## src/rtl/hpu_stream_pivot_pkg.sv

```systemverilog
// hpu_stream_pivot shared types: FSM states, selection modes, magnitude helper.
// Optional statistics outputs are enabled with `define HPU_PIVOT_STATS_EN.
package hpu_pkg;

    typedef enum logic [2:0] {
        S_IDLE = 3'b001,
        S_LOAD = 3'b010,
        S_OUT  = 3'b100
    } state_e;

    typedef enum logic {
        MODE_MAX_ABS    = 1'b0,
        MODE_FIRST_QUAL = 1'b1
    } pivot_mode_e;

    // Unsigned magnitude of a sign-extended value; callers narrow the result.
    // The most negative value maps to its unsigned magnitude, no saturation.
    function automatic logic [63:0] abs_mag(input logic [63:0] v);
        return v[63] ? (~v + 64'd1) : v;
    endfunction

endpackage

```

## src/rtl/hpu_stream_pivot_if.sv

```systemverilog
// Bus bundle for hpu_stream_pivot: control, candidate stream, result.
// Stats signals exist only with `define HPU_PIVOT_STATS_EN.
interface hpu_stream_pivot_if #(
    parameter int DATA_W    = 32,
    parameter int ROW_IDX_W = 16,
    parameter int LANES     = 4,
    parameter int CNT_W     = 16
) ();
    logic                       pivot_start;
    logic                       pivot_mode;
    logic [DATA_W-1:0]          pivot_tol;
    logic                       pivot_abort;
    logic                       pivot_busy;
    logic                       in_valid;
    logic                       in_ready;
    logic [LANES-1:0]           in_lane_en;
    logic [LANES*DATA_W-1:0]    in_value;
    logic [LANES*ROW_IDX_W-1:0] in_row;
    logic                       in_last;
    logic                       pivot_valid;
    logic                       pivot_ready;
    logic [ROW_IDX_W-1:0]       pivot_row;
    logic [DATA_W-1:0]          pivot_value;
    logic                       pivot_fail;
`ifdef HPU_PIVOT_STATS_EN
    logic [CNT_W-1:0]           pivot_count;
    logic [CNT_W-1:0]           pivot_first_beat;
`endif

    modport slave (
        input  pivot_start, pivot_mode, pivot_tol, pivot_abort,
        output pivot_busy,
        input  in_valid, in_lane_en, in_value, in_row, in_last,
        output in_ready,
        output pivot_valid, pivot_row, pivot_value, pivot_fail,
`ifdef HPU_PIVOT_STATS_EN
        output pivot_count, pivot_first_beat,
`endif
        input  pivot_ready
    );

    modport master (
        output pivot_start, pivot_mode, pivot_tol, pivot_abort,
        input  pivot_busy,
        output in_valid, in_lane_en, in_value, in_row, in_last,
        input  in_ready,
        input  pivot_valid, pivot_row, pivot_value, pivot_fail,
`ifdef HPU_PIVOT_STATS_EN
        input  pivot_count, pivot_first_beat,
`endif
        output pivot_ready
    );

endinterface

```

## src/rtl/hpu_lane_reduce.sv

```systemverilog
// Combinational binary-tree reduction of one beat to its winning lane.
// Lower lane wins ties; FIRST_QUAL takes the lowest qualifying lane.
module hpu_lane_reduce
    import hpu_pkg::*;
#(
    parameter int DATA_W    = 32,
    parameter int ROW_IDX_W = 16,
    parameter int LANES     = 4,
    parameter int LANE_W    = (LANES > 1) ? $clog2(LANES) : 1
) (
    input  logic [LANES*DATA_W-1:0]    value,
    input  logic [LANES*ROW_IDX_W-1:0] row,
    input  logic [LANES-1:0]           lane_en,
    input  logic [DATA_W-1:0]          tol,
    input  pivot_mode_e                mode,
    output logic                       win_found,
    output logic [DATA_W-1:0]          win_mag,
    output logic [DATA_W-1:0]          win_value,
    output logic [ROW_IDX_W-1:0]       win_row,
    output logic [LANE_W-1:0]          win_lane
);
    localparam int P = 1 << $clog2(LANES);

    for (genvar n = 0; n < 2*P-1; n++) begin : g_node
        logic                 f;
        logic [DATA_W-1:0]    m;
        logic [DATA_W-1:0]    v;
        logic [ROW_IDX_W-1:0] r;
        logic [LANE_W-1:0]    l;
        if (n >= P-1) begin : g_leaf
            localparam int I = n - (P-1);
            if (I < LANES) begin : g_real
                assign v = value[I*DATA_W +: DATA_W];
                assign m = DATA_W'(abs_mag(64'(signed'(v))));
                assign r = row[I*ROW_IDX_W +: ROW_IDX_W];
                assign l = LANE_W'(I);
                assign f = lane_en[I] && (v != '0) && (m >= tol);
            end else begin : g_pad
                assign v = '0;
                assign m = '0;
                assign r = '0;
                assign l = '0;
                assign f = 1'b0;
            end
        end else begin : g_inner
            logic pick_r;
            assign pick_r = g_node[2*n+2].f &&
                (!g_node[2*n+1].f ||
                 (mode == MODE_MAX_ABS &&
                  g_node[2*n+2].m > g_node[2*n+1].m));
            assign f = g_node[2*n+1].f | g_node[2*n+2].f;
            assign m = pick_r ? g_node[2*n+2].m : g_node[2*n+1].m;
            assign v = pick_r ? g_node[2*n+2].v : g_node[2*n+1].v;
            assign r = pick_r ? g_node[2*n+2].r : g_node[2*n+1].r;
            assign l = pick_r ? g_node[2*n+2].l : g_node[2*n+1].l;
        end
    end

    assign win_found = g_node[0].f;
    assign win_mag   = g_node[0].m;
    assign win_value = g_node[0].v;
    assign win_row   = g_node[0].r;
    assign win_lane  = g_node[0].l;

endmodule

```

## src/rtl/hpu_stream_pivot.sv

```systemverilog
// Streaming pivot search: reduces LANES candidates per beat to a running best.
// Optional stats outputs enabled with `define HPU_PIVOT_STATS_EN.
module hpu_stream_pivot
    import hpu_pkg::*;
#(
    parameter int DATA_W    = 32,
    parameter int ROW_IDX_W = 16,
    parameter int LANES     = 4,
    parameter int CNT_W     = 16
) (
    input  logic              clk,
    input  logic              rst_n,
    hpu_stream_pivot_if.slave bus
);
    localparam int LANE_W = (LANES > 1) ? $clog2(LANES) : 1;

    state_e               state;
    pivot_mode_e          mode_r;
    logic [DATA_W-1:0]    tol_r;
    logic                 best_found;
    logic [DATA_W-1:0]    best_mag;
    logic [DATA_W-1:0]    best_val;
    logic [ROW_IDX_W-1:0] best_row;
    logic [CNT_W-1:0]     count;
    logic                 valid_r;
    logic                 fail_r;
    logic [ROW_IDX_W-1:0] row_r;
    logic [DATA_W-1:0]    val_r;

    logic                 win_found;
    logic [DATA_W-1:0]    win_mag;
    logic [DATA_W-1:0]    win_value;
    logic [ROW_IDX_W-1:0] win_row;
    logic [LANE_W-1:0]    win_lane;
    logic                 unused_lane;

    logic                 accept;
    logic                 take;
    logic                 nb_found;
    logic [DATA_W-1:0]    nb_mag;
    logic [DATA_W-1:0]    nb_val;
    logic [ROW_IDX_W-1:0] nb_row;
    logic [CNT_W:0]       pop;
    logic [CNT_W:0]       sum;
    logic [CNT_W-1:0]     nb_count;

    hpu_lane_reduce #(
        .DATA_W    (DATA_W),
        .ROW_IDX_W (ROW_IDX_W),
        .LANES     (LANES),
        .LANE_W    (LANE_W)
    ) u_reduce (
        .value     (bus.in_value),
        .row       (bus.in_row),
        .lane_en   (bus.in_lane_en),
        .tol       (tol_r),
        .mode      (mode_r),
        .win_found (win_found),
        .win_mag   (win_mag),
        .win_value (win_value),
        .win_row   (win_row),
        .win_lane  (win_lane)
    );

    assign unused_lane = ^win_lane;

    // Merge the beat winner into the running best and the saturating count.
    always_comb begin
        accept = bus.in_valid && (state == S_LOAD);
        take   = win_found &&
                 ((mode_r == MODE_MAX_ABS) ?
                  (!best_found || win_mag > best_mag) : !best_found);
        nb_found = best_found | take;
        nb_mag   = take ? win_mag   : best_mag;
        nb_val   = take ? win_value : best_val;
        nb_row   = take ? win_row   : best_row;
        pop = '0;
        for (int i = 0; i < LANES; i++)
            pop = pop + (CNT_W+1)'(bus.in_lane_en[i]);
        sum      = {1'b0, count} + pop;
        nb_count = sum[CNT_W] ? '1 : sum[CNT_W-1:0];
    end

`ifdef HPU_PIVOT_STATS_EN
    logic [CNT_W-1:0] beat_idx;
    logic [CNT_W-1:0] best_beat;
    logic [CNT_W-1:0] nb_beat;
    logic [CNT_W-1:0] cnt_out_r;
    logic [CNT_W-1:0] beat_out_r;

    assign nb_beat = take ? beat_idx : best_beat;

    // Track beat index of the winner and register stats with the result.
    always_ff @(posedge clk or negedge rst_n) begin
        if (!rst_n) begin
            beat_idx   <= '0;
            best_beat  <= '0;
            cnt_out_r  <= '0;
            beat_out_r <= '0;
        end else if (state == S_IDLE && bus.pivot_start) begin
            beat_idx  <= '0;
            best_beat <= '0;
        end else if (accept && !bus.pivot_abort) begin
            if (beat_idx != '1)
                beat_idx <= beat_idx + 1'b1;
            best_beat <= nb_beat;
            if (bus.in_last) begin
                cnt_out_r  <= nb_count;
                beat_out_r <= nb_found ? nb_beat : '0;
            end
        end
    end

    assign bus.pivot_count      = cnt_out_r;
    assign bus.pivot_first_beat = beat_out_r;
`endif

    // Round FSM: latch config, accumulate beats, hold result until accepted.
    always_ff @(posedge clk or negedge rst_n) begin
        if (!rst_n) begin
            state      <= S_IDLE;
            mode_r     <= MODE_MAX_ABS;
            tol_r      <= '0;
            best_found <= 1'b0;
            best_mag   <= '0;
            best_val   <= '0;
            best_row   <= '0;
            count      <= '0;
            valid_r    <= 1'b0;
            fail_r     <= 1'b0;
            row_r      <= '0;
            val_r      <= '0;
        end else begin
            unique case (state)
                S_IDLE: if (bus.pivot_start) begin
                    mode_r     <= pivot_mode_e'(bus.pivot_mode);
                    tol_r      <= bus.pivot_tol;
                    best_found <= 1'b0;
                    best_mag   <= '0;
                    best_val   <= '0;
                    best_row   <= '0;
                    count      <= '0;
                    state      <= S_LOAD;
                end
                S_LOAD: if (bus.pivot_abort) begin
                    state <= S_IDLE;
                end else if (accept) begin
                    best_found <= nb_found;
                    best_mag   <= nb_mag;
                    best_val   <= nb_val;
                    best_row   <= nb_row;
                    count      <= nb_count;
                    if (bus.in_last) begin
                        valid_r <= 1'b1;
                        fail_r  <= ~nb_found;
                        row_r   <= nb_found ? nb_row : '0;
                        val_r   <= nb_found ? nb_val : '0;
                        state   <= S_OUT;
                    end
                end
                S_OUT: if (bus.pivot_ready) begin
                    valid_r <= 1'b0;
                    state   <= S_IDLE;
                end
                default: state <= S_IDLE;
            endcase
        end
    end

    assign bus.in_ready    = (state == S_LOAD);
    assign bus.pivot_busy  = (state != S_IDLE);
    assign bus.pivot_valid = valid_r;
    assign bus.pivot_fail  = fail_r;
    assign bus.pivot_row   = row_r;
    assign bus.pivot_value = val_r;

endmodule
```

## src/flat_wrapper.sv

```systemverilog
// flat-port wrapper written by rule: the top's interface ports become plain ports
module hpu_stream_pivot_flat import hpu_pkg::*;
#(
    parameter int DATA_W    = 32,
    parameter int ROW_IDX_W = 16,
    parameter int LANES     = 4,
    parameter int CNT_W     = 16
)
  (clk, rst_n, bus_pivot_start, bus_pivot_mode, bus_pivot_tol, bus_pivot_abort, bus_pivot_busy, bus_in_valid, bus_in_lane_en, bus_in_value, bus_in_row, bus_in_last, bus_in_ready, bus_pivot_valid, bus_pivot_row, bus_pivot_value, bus_pivot_fail, bus_pivot_ready);
  hpu_stream_pivot_if #(.DATA_W(DATA_W), .ROW_IDX_W(ROW_IDX_W), .LANES(LANES), .CNT_W(CNT_W)) bus_i ();
  input  logic clk;
  input  logic rst_n;
  input wire logic [$bits(bus_i.pivot_start)-1:0] bus_pivot_start;
  input wire logic [$bits(bus_i.pivot_mode)-1:0] bus_pivot_mode;
  input wire logic [$bits(bus_i.pivot_tol)-1:0] bus_pivot_tol;
  input wire logic [$bits(bus_i.pivot_abort)-1:0] bus_pivot_abort;
  output wire logic [$bits(bus_i.pivot_busy)-1:0] bus_pivot_busy;
  input wire logic [$bits(bus_i.in_valid)-1:0] bus_in_valid;
  input wire logic [$bits(bus_i.in_lane_en)-1:0] bus_in_lane_en;
  input wire logic [$bits(bus_i.in_value)-1:0] bus_in_value;
  input wire logic [$bits(bus_i.in_row)-1:0] bus_in_row;
  input wire logic [$bits(bus_i.in_last)-1:0] bus_in_last;
  output wire logic [$bits(bus_i.in_ready)-1:0] bus_in_ready;
  output wire logic [$bits(bus_i.pivot_valid)-1:0] bus_pivot_valid;
  output wire logic [$bits(bus_i.pivot_row)-1:0] bus_pivot_row;
  output wire logic [$bits(bus_i.pivot_value)-1:0] bus_pivot_value;
  output wire logic [$bits(bus_i.pivot_fail)-1:0] bus_pivot_fail;
  input wire logic [$bits(bus_i.pivot_ready)-1:0] bus_pivot_ready;
  assign bus_i.pivot_start = bus_pivot_start;
  assign bus_i.pivot_mode = bus_pivot_mode;
  assign bus_i.pivot_tol = bus_pivot_tol;
  assign bus_i.pivot_abort = bus_pivot_abort;
  assign bus_pivot_busy = bus_i.pivot_busy;
  assign bus_i.in_valid = bus_in_valid;
  assign bus_i.in_lane_en = bus_in_lane_en;
  assign bus_i.in_value = bus_in_value;
  assign bus_i.in_row = bus_in_row;
  assign bus_i.in_last = bus_in_last;
  assign bus_in_ready = bus_i.in_ready;
  assign bus_pivot_valid = bus_i.pivot_valid;
  assign bus_pivot_row = bus_i.pivot_row;
  assign bus_pivot_value = bus_i.pivot_value;
  assign bus_pivot_fail = bus_i.pivot_fail;
  assign bus_i.pivot_ready = bus_pivot_ready;
  hpu_stream_pivot #(.DATA_W(DATA_W), .ROW_IDX_W(ROW_IDX_W), .LANES(LANES), .CNT_W(CNT_W)) u_core (.clk(clk), .rst_n(rst_n), .bus(bus_i));
endmodule
```

## config.mk

```make
export PLATFORM = sky130hd
export DESIGN_NAME = hpu_stream_pivot_flat
export DESIGN_NICKNAME = d
export VERILOG_FILES = /design/src/rtl/hpu_stream_pivot_pkg.sv /design/src/rtl/hpu_stream_pivot_if.sv /design/src/rtl/hpu_lane_reduce.sv /design/src/rtl/hpu_stream_pivot.sv /design/src/flat_wrapper.sv
export SDC_FILE = /design/constraint.sdc
export NUM_CORES = 1
export LEC_CHECK = 0
export CORE_ASPECT_RATIO = 0.9
export CORE_MARGIN = 3
export CORE_UTILIZATION = 60
export CTS_CLUSTER_DIAMETER = 50
export CTS_CLUSTER_SIZE = 24
export DETAILED_ROUTE_END_ITERATION = 10
export PLACE_DENSITY = 0.91
export SLEW_MARGIN = 20
export SYNTH_ARGS = -nofsm -noshare
export SYNTH_HDL_FRONTEND = slang
export SYNTH_SLANG_ARGS = --single-unit
```

## constraint.sdc

```tcl
create_clock -name clk -period 22.6 [get_ports clk]
set_input_delay 5.65 -clock clk [delete_from_list [all_inputs] [get_ports clk]]
set_output_delay 5.65 -clock clk [all_outputs]
set_load 0.03 [all_outputs]
```

-- After elaboration in Yosys (flattened, before gate mapping)
Cells that the tools add are included.
- $mul: 0
- div/mod/pow operators: 0
- reduce and logical (&&, ||, !) cells: 36
- $add $sub $neg: 4
- bitwise gates (word level): 11
- equal/unequal tests: 12
- mux-type cells: 45
- order comparisons: 8
- shift-type cells: 0
- operators with widths (cell ; number):
    32-bit 2-to-1 mux ; 18
    32-bit by 1-bit adder with 32-bit output, second input constant ; 4
    32-bit greater-or-equal comparator ; 4
    32-bit greater-than comparator ; 4
    16-bit 2-to-1 mux ; 8
    32-bit inverter ; 4
    32-bit case mux with 2 select lines ; 2
    32-bit nonzero test ; 4
    16-bit case mux with 2 select lines ; 1
    1-bit logical AND ; 16
    3-bit 2-to-1 mux ; 5
    4-bit AND reduction ; 3
    5-bit AND reduction ; 2
    3-bit case mux with 3 select lines ; 1
    1-bit 2-to-1 mux ; 8
    2-bit inequality test, second input constant ; 4
    1-bit zero test ; 4
    1-bit logical OR ; 4
    2-bit by 1-bit inequality test with 1-bit output, second input constant ; 2
    1-bit OR ; 4
    1-bit case mux with 2 select lines ; 2
    2-bit nonzero test ; 2
    3-bit by 1-bit == test with 1-bit output, second input constant ; 1
    3-bit by 2-bit == test with 1-bit output, second input constant ; 1
    other kinds (6) ; 8
- latch bits: 0
- input bits: 236
- memories kept: 0
- bits in registers: 167
- logic and storage cells: 127
- bits in read-only memories: 0
- output and inout bits: 52
- bits in writable memories: 0

-- Logic depth before layout (Yosys ltp)
Gate-level depths: netlist (run 1).
- depth in word-level cells: 22
- depth in mapped cells: 44
- depth with buffers taken out: 37

-- By module
From an unflattened synthesis (run 1), not the netlist that was laid out.
- cells, all modules: 2210
- area, all modules: 18192.4 um^2
- by module, submodules not included (module ; area an instance (um^2) ; seq. area each (um^2) ; instances ; cells each):
    hpu_lane_reduce ; 10423.7 ; 0.0 ; 1 ; 1458
    hpu_stream_pivot ; 7768.7 ; 4180.3 ; 1 ; 752

-- Worst setup path after synthesis (run 1)
Ideal clock, no wire load.
- path type: input to register
- start point: in bus_in_value[6]
- end point: reg u_core.best_val[10]
- setup time: 0.122 ns
- data required time: 22.478 ns
- data arrival time: 14.429 ns
- stages: 40
- path buffers: 5
- setup slack: 8.050 ns
- path through: or4_4 or4_4 or3_4 or2_4 o31ai_2 xor2_1 inv_1 ha_1 a21oi_1 nor2_1 a211oi_1 o211ai_1 o211a_2 a21boi_2 buf_4 mux2_2 inv_1 ha_1 (+4 left out) o22ai_1 a2bb2oi_1 a21o_1 buf_2 buf_2 mux2_2 ha_1 a21o_1 a2111oi_0 nor3_1 o31a_1 a2111o_1 o32a_1 nand3_2 buf_6 buf_12 a21oi_1 a32o_1
- longest elaborated chain between the ends: 22
- elaborated cells between the ends (all ways): 31
- those cells by class: add/sub (1); order compare (4); mux (10); bitwise (3); reduce/logical (13)
- ends and longest elaborated chain (what ; line ; source):
    from (decl) ; flat_wrapper.sv:20 ; input wire logic [$bits(bus_i.in_value)-1:0] bus_in_value;
    32-bit inverter ; hpu_stream_pivot_pkg.sv:19 ; return v[63] ? (~v + 64'd1) : v;
    32-bit by 1-bit adder with 32-bit output ; hpu_stream_pivot_pkg.sv:19 ;
    32-bit 2-to-1 mux ; hpu_stream_pivot_pkg.sv:19 ;
    32-bit greater-or-equal comparator ; hpu_lane_reduce.sv:37 ; assign f = lane_en[I] && (v != '0) && (m >= tol);
    1-bit logical AND ; hpu_lane_reduce.sv:37 ;
    1-bit zero test ; hpu_lane_reduce.sv:48 ; (!g_node[2*n+1].f ||
    1-bit logical OR ; hpu_lane_reduce.sv:48 ;
    1-bit logical AND ; hpu_lane_reduce.sv:47 ; assign pick_r = g_node[2*n+2].f &&
    (+6 left out) ; n/a ;
    32-bit greater-than comparator ; hpu_stream_pivot.sv:72 ; (!best_found || win_mag > best_mag) : !best_found);
    1-bit logical OR ; hpu_stream_pivot.sv:72 ;
    1-bit 2-to-1 mux ; hpu_stream_pivot.sv:71 ; ((mode_r == MODE_MAX_ABS) ?
    1-bit logical AND ; hpu_stream_pivot.sv:70 ; take = win_found &&
    32-bit 2-to-1 mux * ; hpu_stream_pivot.sv:75 ; nb_val = take ? win_value : best_val;
    32-bit 2-to-1 mux * ; hpu_stream_pivot.sv:147 ; end else if (accept) begin
    32-bit 2-to-1 mux * ; hpu_stream_pivot.sv:145 ; S_LOAD: if (bus.pivot_abort) begin
    32-bit case mux with 2 select lines * ; hpu_stream_pivot.sv:134 ; unique case (state)
    to (signal assigned) ; hpu_stream_pivot.sv:150 ; best_val <= nb_val;
    to (decl) ; hpu_stream_pivot.sv:22 ; logic [DATA_W-1:0] best_val;
Every way passes the cells marked *; elsewhere a longest branch is shown, timed or not. The select of a mux whose other input is x is not followed.
A chain may end at the register's enable or synchronous reset.

-- Worst setup path after layout (run 1)
- start point: in bus_in_value[32]
- end point: reg u_core.best_row[11]
- longest elaborated chain between the ends: 21
- elaborated cells between the ends (all ways): 30
- those cells by class: add/sub (1); order compare (4); mux (10); bitwise (3); reduce/logical (12)
- ends and longest elaborated chain (what ; line ; source):
    32-bit inverter ; hpu_stream_pivot_pkg.sv:19 ;
    32-bit by 1-bit adder with 32-bit output ; hpu_stream_pivot_pkg.sv:19 ;
    32-bit 2-to-1 mux ; hpu_stream_pivot_pkg.sv:19 ;
    32-bit greater-than comparator ; hpu_lane_reduce.sv:50 ; g_node[2*n+2].m > g_node[2*n+1].m));
    1-bit logical AND ; hpu_lane_reduce.sv:49 ; (mode == MODE_MAX_ABS &&
    1-bit logical OR ; hpu_lane_reduce.sv:48 ;
    1-bit logical AND ; hpu_lane_reduce.sv:47 ;
    32-bit 2-to-1 mux ; hpu_lane_reduce.sv:52 ; assign m = pick_r ? g_node[2*n+2].m : g_node[2*n+1].m;
    (+5 left out) ; n/a ;
    32-bit greater-than comparator ; hpu_stream_pivot.sv:72 ;
    1-bit logical OR ; hpu_stream_pivot.sv:72 ;
    1-bit 2-to-1 mux ; hpu_stream_pivot.sv:71 ;
    1-bit logical AND ; hpu_stream_pivot.sv:70 ;
    16-bit 2-to-1 mux * ; hpu_stream_pivot.sv:76 ; nb_row = take ? win_row : best_row;
    16-bit 2-to-1 mux * ; hpu_stream_pivot.sv:147 ;
    16-bit 2-to-1 mux * ; hpu_stream_pivot.sv:145 ;
    16-bit case mux with 2 select lines * ; hpu_stream_pivot.sv:134 ;
    to (signal assigned) ; hpu_stream_pivot.sv:151 ; best_row <= nb_row;
    to (decl) ; hpu_stream_pivot.sv:23 ; logic [ROW_IDX_W-1:0] best_row;
Marks and branches as above.

==> results.yml, run 1 <==
timing:
  max_freq_mhz: 55.6
  rsz0062_at_grt: "no"
  timing.final.crit_period_ns: 17.99
  skew_ns: 0.0175
  finalSetupTns_ns: 0
  slew_headroom: 0.221
  setup_ws_ns: 4.61
  report.final.slew_viol_count: 0
  setup_viol: 0
  hold_viol_final: 0
  fin_hold_ws_ns: 0.492
  worst_pin_slew_ns: 1.16
  period_share: 0.796
grt:
  grt_max_degree: 98
  antenna_found_initial: 0
  grt_usage: 0.397
  grt_pass1_wl_um: 101000
  grt_pass1_vias: 18100
  grt_overflow: 0
yosys:
  synth_cell_types: 88
  ys_seq_elements: 167
  synth_edf_count: 0
  yosysTopAreaCell: "dfrtp_1"
  synth.cells.most_frequent: "ha_1, inv_1, dfrtp_1, nand2_1, o31ai_1"
  ys_seq_area_frac: 0.229
  synth_most_common_cell: "ha_1"
  yosys_warnings: 0
  syn-cell-area_mm2: 0.0183
  synthCells: 2103
  yosys_most_used_dff: "dfrtp_1"
  syn-num-nets: 2599
  synth_top_area_share: 0.227
  syn_area_per_cell_um2: 8.69
  synthTopCellsByArea: "dfrtp_1, ha_1, o31ai_1"
  synthArstFlopShare: 1.00
hold_path:
  hold_depth: 2
  worstHoldStart: "u_core.bus.pivot_row[14]$_DFFE_PN0P_"
  worstHoldEndpoint: "u_core.bus.pivot_row[14]$_DFFE_PN0P_"
  hold_class: "flip-flop to flip-flop"
clock_tree:
  cts_tree: "done"
  cts_buffers: 17
  htreeDepth: 4
  cts-root-buf: "clkbuf_16"
  cts-resized-gates: 0
  cts_max_path_buffers: 2
  cts.sinks: 167
  insertion_delay_ns: 0.45
  postCtsHoldBufs: 0
  post-cts-setup-buffers: 0
  clk_pin_slew_worst_paths_ns: 0.08
floorplan:
  core_area_mm2: 0.0295
  io-pin-count: 288
  fp.dieW_um: 190
  initial_core_util: 0.620
  dieArea_mm2: 0.0326
  die_h_um: 172
  num_rows: 59
route:
  wl_met1_um: 26300
  via_per_inst: 6.81
  routed_wl_um: 66700
  highest_layer: "met4"
  routedWlPerCell_um: 24.4
  dr_wl_met3_um: 6160
  ant_nets: 0
  drc_errors: 0
  first_iter_violations: 1991
  dr.pass1.iters: 6
  met2WireLength_um: 30300
  vias: 18600
power:
  leakage_nw: 9.81
  seq_power_share: 0.195
  power_density_mw_per_mm2: 105
  clockPowerShare: 0.133
  max-vdd-ir-drop_v: 0.0000863
  p_sw_frac: 0.508
  intPower_mw: 1.13
  power_mw: 2.30
  power.switching_mw: 1.17
  comb_power_share: 0.672
critical_path:
  cp.arrival_ns: 18.32
  cp-end-kind: "flip-flop"
  critPathKind: "input port to flip-flop"
  reg2reg_slack_ns: 11.92
  cp_max_fo: 95
  r2r_cells: 29
  crit_slowest_cell: "buf_4"
  start_kind: "input port"
  r2r-end: "u_core.best_row[11]$_DFFE_PN0P_"
  timing.rr.start: "u_core.tol_r[0]$_DFFE_PN0P_"
  required_ns: 22.94
  max_stage_delay_ns: 0.84
finish:
  area_growth_pct: 19.5
  fillers: 2220
  drive_gt1_frac: 0.0768
  nNetsFinal: 2814
  design_area_mm2: 0.0218
placed_design:
  place_area_mm2: 0.0212
  port_buffers: 287
  place_ws_ns: 4.58
  gp_congestion: 0.993
  hpwl_um: 50600
status:
  status: "completed"
flow_run:
  max-cap-violations: 0
==> per-layer routing <==
metal,global-route usage,vias to the layer above
met4,0.218,0
met2,0.638,1115
met5,0,-
li1,-,8321
met1,0.508,8950
met3,0.0732,204
==> per-stage QoR <==
stage                     utilization  std cells
after floorplan                     -       2103
after global placement          0.721       2695
after detailed placement        0.721       2695
after CTS                       0.741       2727
after global routing            0.741       2727
final                           0.741       2728
==> flip-flops by register name, indices dropped and copies added, names as in the netlist <==
signal,count
u_core.best_found,1
u_core.tol_r,32
u_core.state,3
u_core.mode_r,1
u_core.best_val,32
u_core.best_row,16
u_core.bus.pivot_row,16
u_core.best_mag,32
u_core.bus.pivot_value,32
u_core.bus.pivot_valid,1
u_core.bus.pivot_fail,1
==> how the worst max path moves through the flow <==
stage / cells after the start / from / to
2_1_floorplan: 40 / bus_in_value[6] / u_core.best_val[10]$_DFFE_PN0P_
3_3_place_gp: 38 / bus_in_value[32] / u_core.best_val[1]$_DFFE_PN0P_
3_5_place_dp: 38 / bus_in_value[32] / u_core.best_val[31]$_DFFE_PN0P_
4_1_cts: 38 / bus_in_value[32] / u_core.best_row[11]$_DFFE_PN0P_
5_1_grt: 38 / bus_in_value[32] / u_core.best_row[11]$_DFFE_PN0P_
6_report: 38 / bus_in_value[32] / u_core.best_row[11]$_DFFE_PN0P_
==> power by group through the flow <==
stage               sequential, mW  combinational [mW]  clock (mW)
finish                       0.448                1.54       0.307
detailed placement           0.450                1.49           0
floorplan                    0.519               0.929           0
global placement             0.446                1.45           0
global route                 0.457                1.66       0.320
CTS                          0.445                1.51       0.306
==> cells in the final DEF, fill, tap and decap left out, drive strengths merged, types with 21 or more instances in the layout <==
master,netlist,final
a211oi,54,54
a21o,51,51
a21oi,92,92
a32oi,45,45
and3,34,34
clkdlybuf4s50,0,286
dfrtp,166,166
ha,260,260
inv,183,190
mux2,82,82
nand2,133,133
nand3,72,72
nand4,41,41
nor2,94,94
nor2b,53,53
nor4,21,21
o21ai,107,107
o22a,44,44
o31ai,121,121
or4,22,22
xnor2,51,51
xor2,65,65
==> layout make-up <==
cell class,count,area (µm²),share of cell area
antenna,1,2.50,0.000115
clock buffer,18,429,0.0197
clock inverter,14,159,0.00728
inverter,183,687,0.0315
multi-input combinational,1646,12900,0.590
sequential,167,4180,0.191
tap,396,495,0.0227
timing repair buffer,303,2990,0.137
==> logic make-up (layout without fill, tap and decap cells) <==
family / Yosys count / in the layout / share of synthesized area
buffers and inverters: 290 / 518 / 0.0714
adder cells (fa/ha/maj): 260 / 260 / 0.178
AND/OR/NAND/NOR: 552 / 552 / 0.161
multiplexers: 98 / 98 / 0.0636
XOR/XNOR: 116 / 116 / 0.0560
flip-flops: 167 / 167 / 0.229
AO/OA/AOI/OAI: 620 / 620 / 0.242
other: 0 / 1 / 0
==> critical path, delay by kind of cell <==
family          cells  cell delay, ns
fa+ha+maj           4            1.08
buf+inv             6            2.74
mux                 2            0.88
compound gates     17            4.32
simple gates        8            3.36
xor+xnor            1            0.18
Power figures use the tool's default switching activity.
==> run 2, diff against run 1 <==
CORE_UTILIZATION = 51   (was 60)
PLACE_DENSITY = 0.82   (was 0.91)
clock period = 15.8 ns   (was 22.6 ns; I/O delays follow)
==> run 2 against run 1 <==
Net effect: cell count is 3.4% higher; count of clock-buffer cells in the layout is 6 higher; hold slack better by 0.0013 ns; first-iteration DRC count is 20% lower; clock power is 45% higher; clock skew is 0.0053 ns lower; via count is 2.4% lower; critical path depth is 1 higher; setup slack worse by 3.7 ns.
==> results.yml, run 2 (synthesized netlist as in run 1, its figures left out) <==
status:
  status: "completed"
clock_tree:
  cts_max_path_buffers: 2
  cts_buffers: 17
  post-cts-setup-buffers: 0
  insertion_delay_ns: 0.46
  htreeDepth: 4
  cts-resized-gates: 0
  clk_pin_slew_worst_paths_ns: 0.06
  cts.sinks: 167
  cts-root-buf: "clkbuf_16"
  cts_tree: "done"
  postCtsHoldBufs: 0
route:
  ant_nets: 0
  routedWlPerCell_um: 23.5
  drc_errors: 0
  via_per_inst: 6.43
  dr.pass1.iters: 6
  vias: 18100
  first_iter_violations: 1596
  routed_wl_um: 66300
timing:
  setup_viol: 0
  rsz0062_at_grt: "no"
  worst_pin_slew_ns: 1.02
  period_share: 0.944
  slew_headroom: 0.321
  timing.final.crit_period_ns: 14.91
  report.final.slew_viol_count: 0
  setup_ws_ns: 0.887
  max_freq_mhz: 67.1
  hold_viol_final: 0
  finalSetupTns_ns: 0
  skew_ns: 0.0121
power:
  clockPowerShare: 0.135
  comb_power_share: 0.671
  seq_power_share: 0.194
  leakage_nw: 9.92
  max-vdd-ir-drop_v: 0.000122
  power_density_mw_per_mm2: 149
  power.switching_mw: 1.63
  p_sw_frac: 0.495
  intPower_mw: 1.66
placed_design:
  place_ws_ns: 0.719
  port_buffers: 287
  hpwl_um: 52000
  gp_congestion: 0.958
finish:
  final_common_cell: "clkdlybuf4s50_1"
  seq_area_mm2: 0.00418
  fillers: 3005
  drive_gt1_frac: 0.0809
  multi_input_area_mm2: 0.0129
  area_growth_pct: 20.9
  nNetsFinal: 2831
  final_cell_mix: "clkdlybuf4s50_1, ha_1, inv_1, dfrtp_1, nand2_1"
grt:
  grt_pass1_vias: 17800
  grt_pass1_wl_um: 100000
  antenna_found_initial: 1
  grt_max_degree: 102
  grt_usage: 0.340
  grt_overflow: 0
critical_path:
  worst_setup_path_startpoint: "bus_in_value[67]"
  cp.arrival_ns: 15.25
  crit_path_frequent_cell: "buf_4"
  cp-end-kind: "flip-flop"
  endpoint: "u_core.best_mag[25]$_DFFE_PN0P_"
  reg2reg_slack_ns: 6.54
  critPathKind: "input port to flip-flop"
  required_ns: 16.14
  max_stage_delay_ns: 0.63
  timing.rr.start: "u_core.tol_r[0]$_DFFE_PN0P_"
  r2r-end: "u_core.best_mag[25]$_DFFE_PN0P_"
  r2r_cells: 31
  cp_max_fo: 42
  crit_slowest_cell: "nor4_1"
  start_kind: "input port"
floorplan:
  core_area_mm2: 0.0352
  io-pin-count: 288
  dieArea_mm2: 0.0381
  num_rows: 65
  fp.dieW_um: 206
  die_h_um: 186
  initial_core_util: 0.519
hold_path:
  hold_class: "flip-flop to flip-flop"
flow_run:
  max-cap-violations: 0
[run 2: worst max-delay path, delay by kind of cell]
kind,cells,cell delay (ns)
AO/OA/AOI/OAI,14,3.27
XOR/XNOR,1,0.32
adder cells (fa/ha/maj),3,0.96
buffers and inverters,6,1.94
multiplexers,2,0.81
AND/OR/NAND/NOR,13,3.92
[run 2: how the worst min path moves through the flow]
stage / startpoint / end / slack (ns) / cells past startpoint
floorplan: u_core.best_val[0]$_DFFE_PN0P_ / u_core.best_val[0]$_DFFE_PN0P_ / 0.45 / 2
global placement: u_core.bus.pivot_row[11]$_DFFE_PN0P_ / u_core.bus.pivot_row[11]$_DFFE_PN0P_ / 0.47 / 2
detailed placement: u_core.bus.pivot_value[13]$_DFFE_PN0P_ / u_core.bus.pivot_value[13]$_DFFE_PN0P_ / 0.48 / 2
CTS: u_core.bus.pivot_value[8]$_DFFE_PN0P_ / u_core.bus.pivot_value[8]$_DFFE_PN0P_ / 0.49 / 2
global route: u_core.bus.pivot_value[14]$_DFFE_PN0P_ / u_core.bus.pivot_value[14]$_DFFE_PN0P_ / 0.52 / 2
finish: u_core.bus.pivot_value[27]$_DFFE_PN0P_ / u_core.bus.pivot_value[27]$_DFFE_PN0P_ / 0.49 / 2
[run 2: power by group through the flow]
stage,Clock (mW),Combinational (mW),Sequential [mW]
after floorplan,0,1.33,0.742
after global routing,0.466,2.39,0.652
after global placement,0,2.10,0.638
final,0.444,2.21,0.638
after CTS,0.448,2.18,0.636
after detailed placement,0,2.16,0.643
[run 2: routing by layer]
layer,GRT usage,part of all wire,vias to the layer above
met5,0,0,-
met4,0.203,0.067,0
met3,0.0490,0.076,180
met2,0.525,0.44,918
met1,0.453,0.42,8685
li1,-,-,8357
[run 2: per-stage QoR]
stage,hold WS [ns],instances,power (mW),area (µm²),utilization
after floorplan,0.450,2103,2.07,18300,-
after global placement,0.468,2784,2.73,21500,0.610
after detailed placement,0.477,2784,2.80,21500,0.610
after CTS,0.494,2816,3.26,22100,0.626
after global routing,0.521,2817,3.51,22100,0.627
final,0.493,2820,3.29,22100,0.627
[run 2: area by class of cell]
class,count,area share
antenna,3,0.000340
clock buffer,24,0.0209
clock inverter,8,0.00566
inverter,183,0.0311
multi-input combinational,1646,0.582
sequential,167,0.189
tap,469,0.0266
timing repair buffer,320,0.144
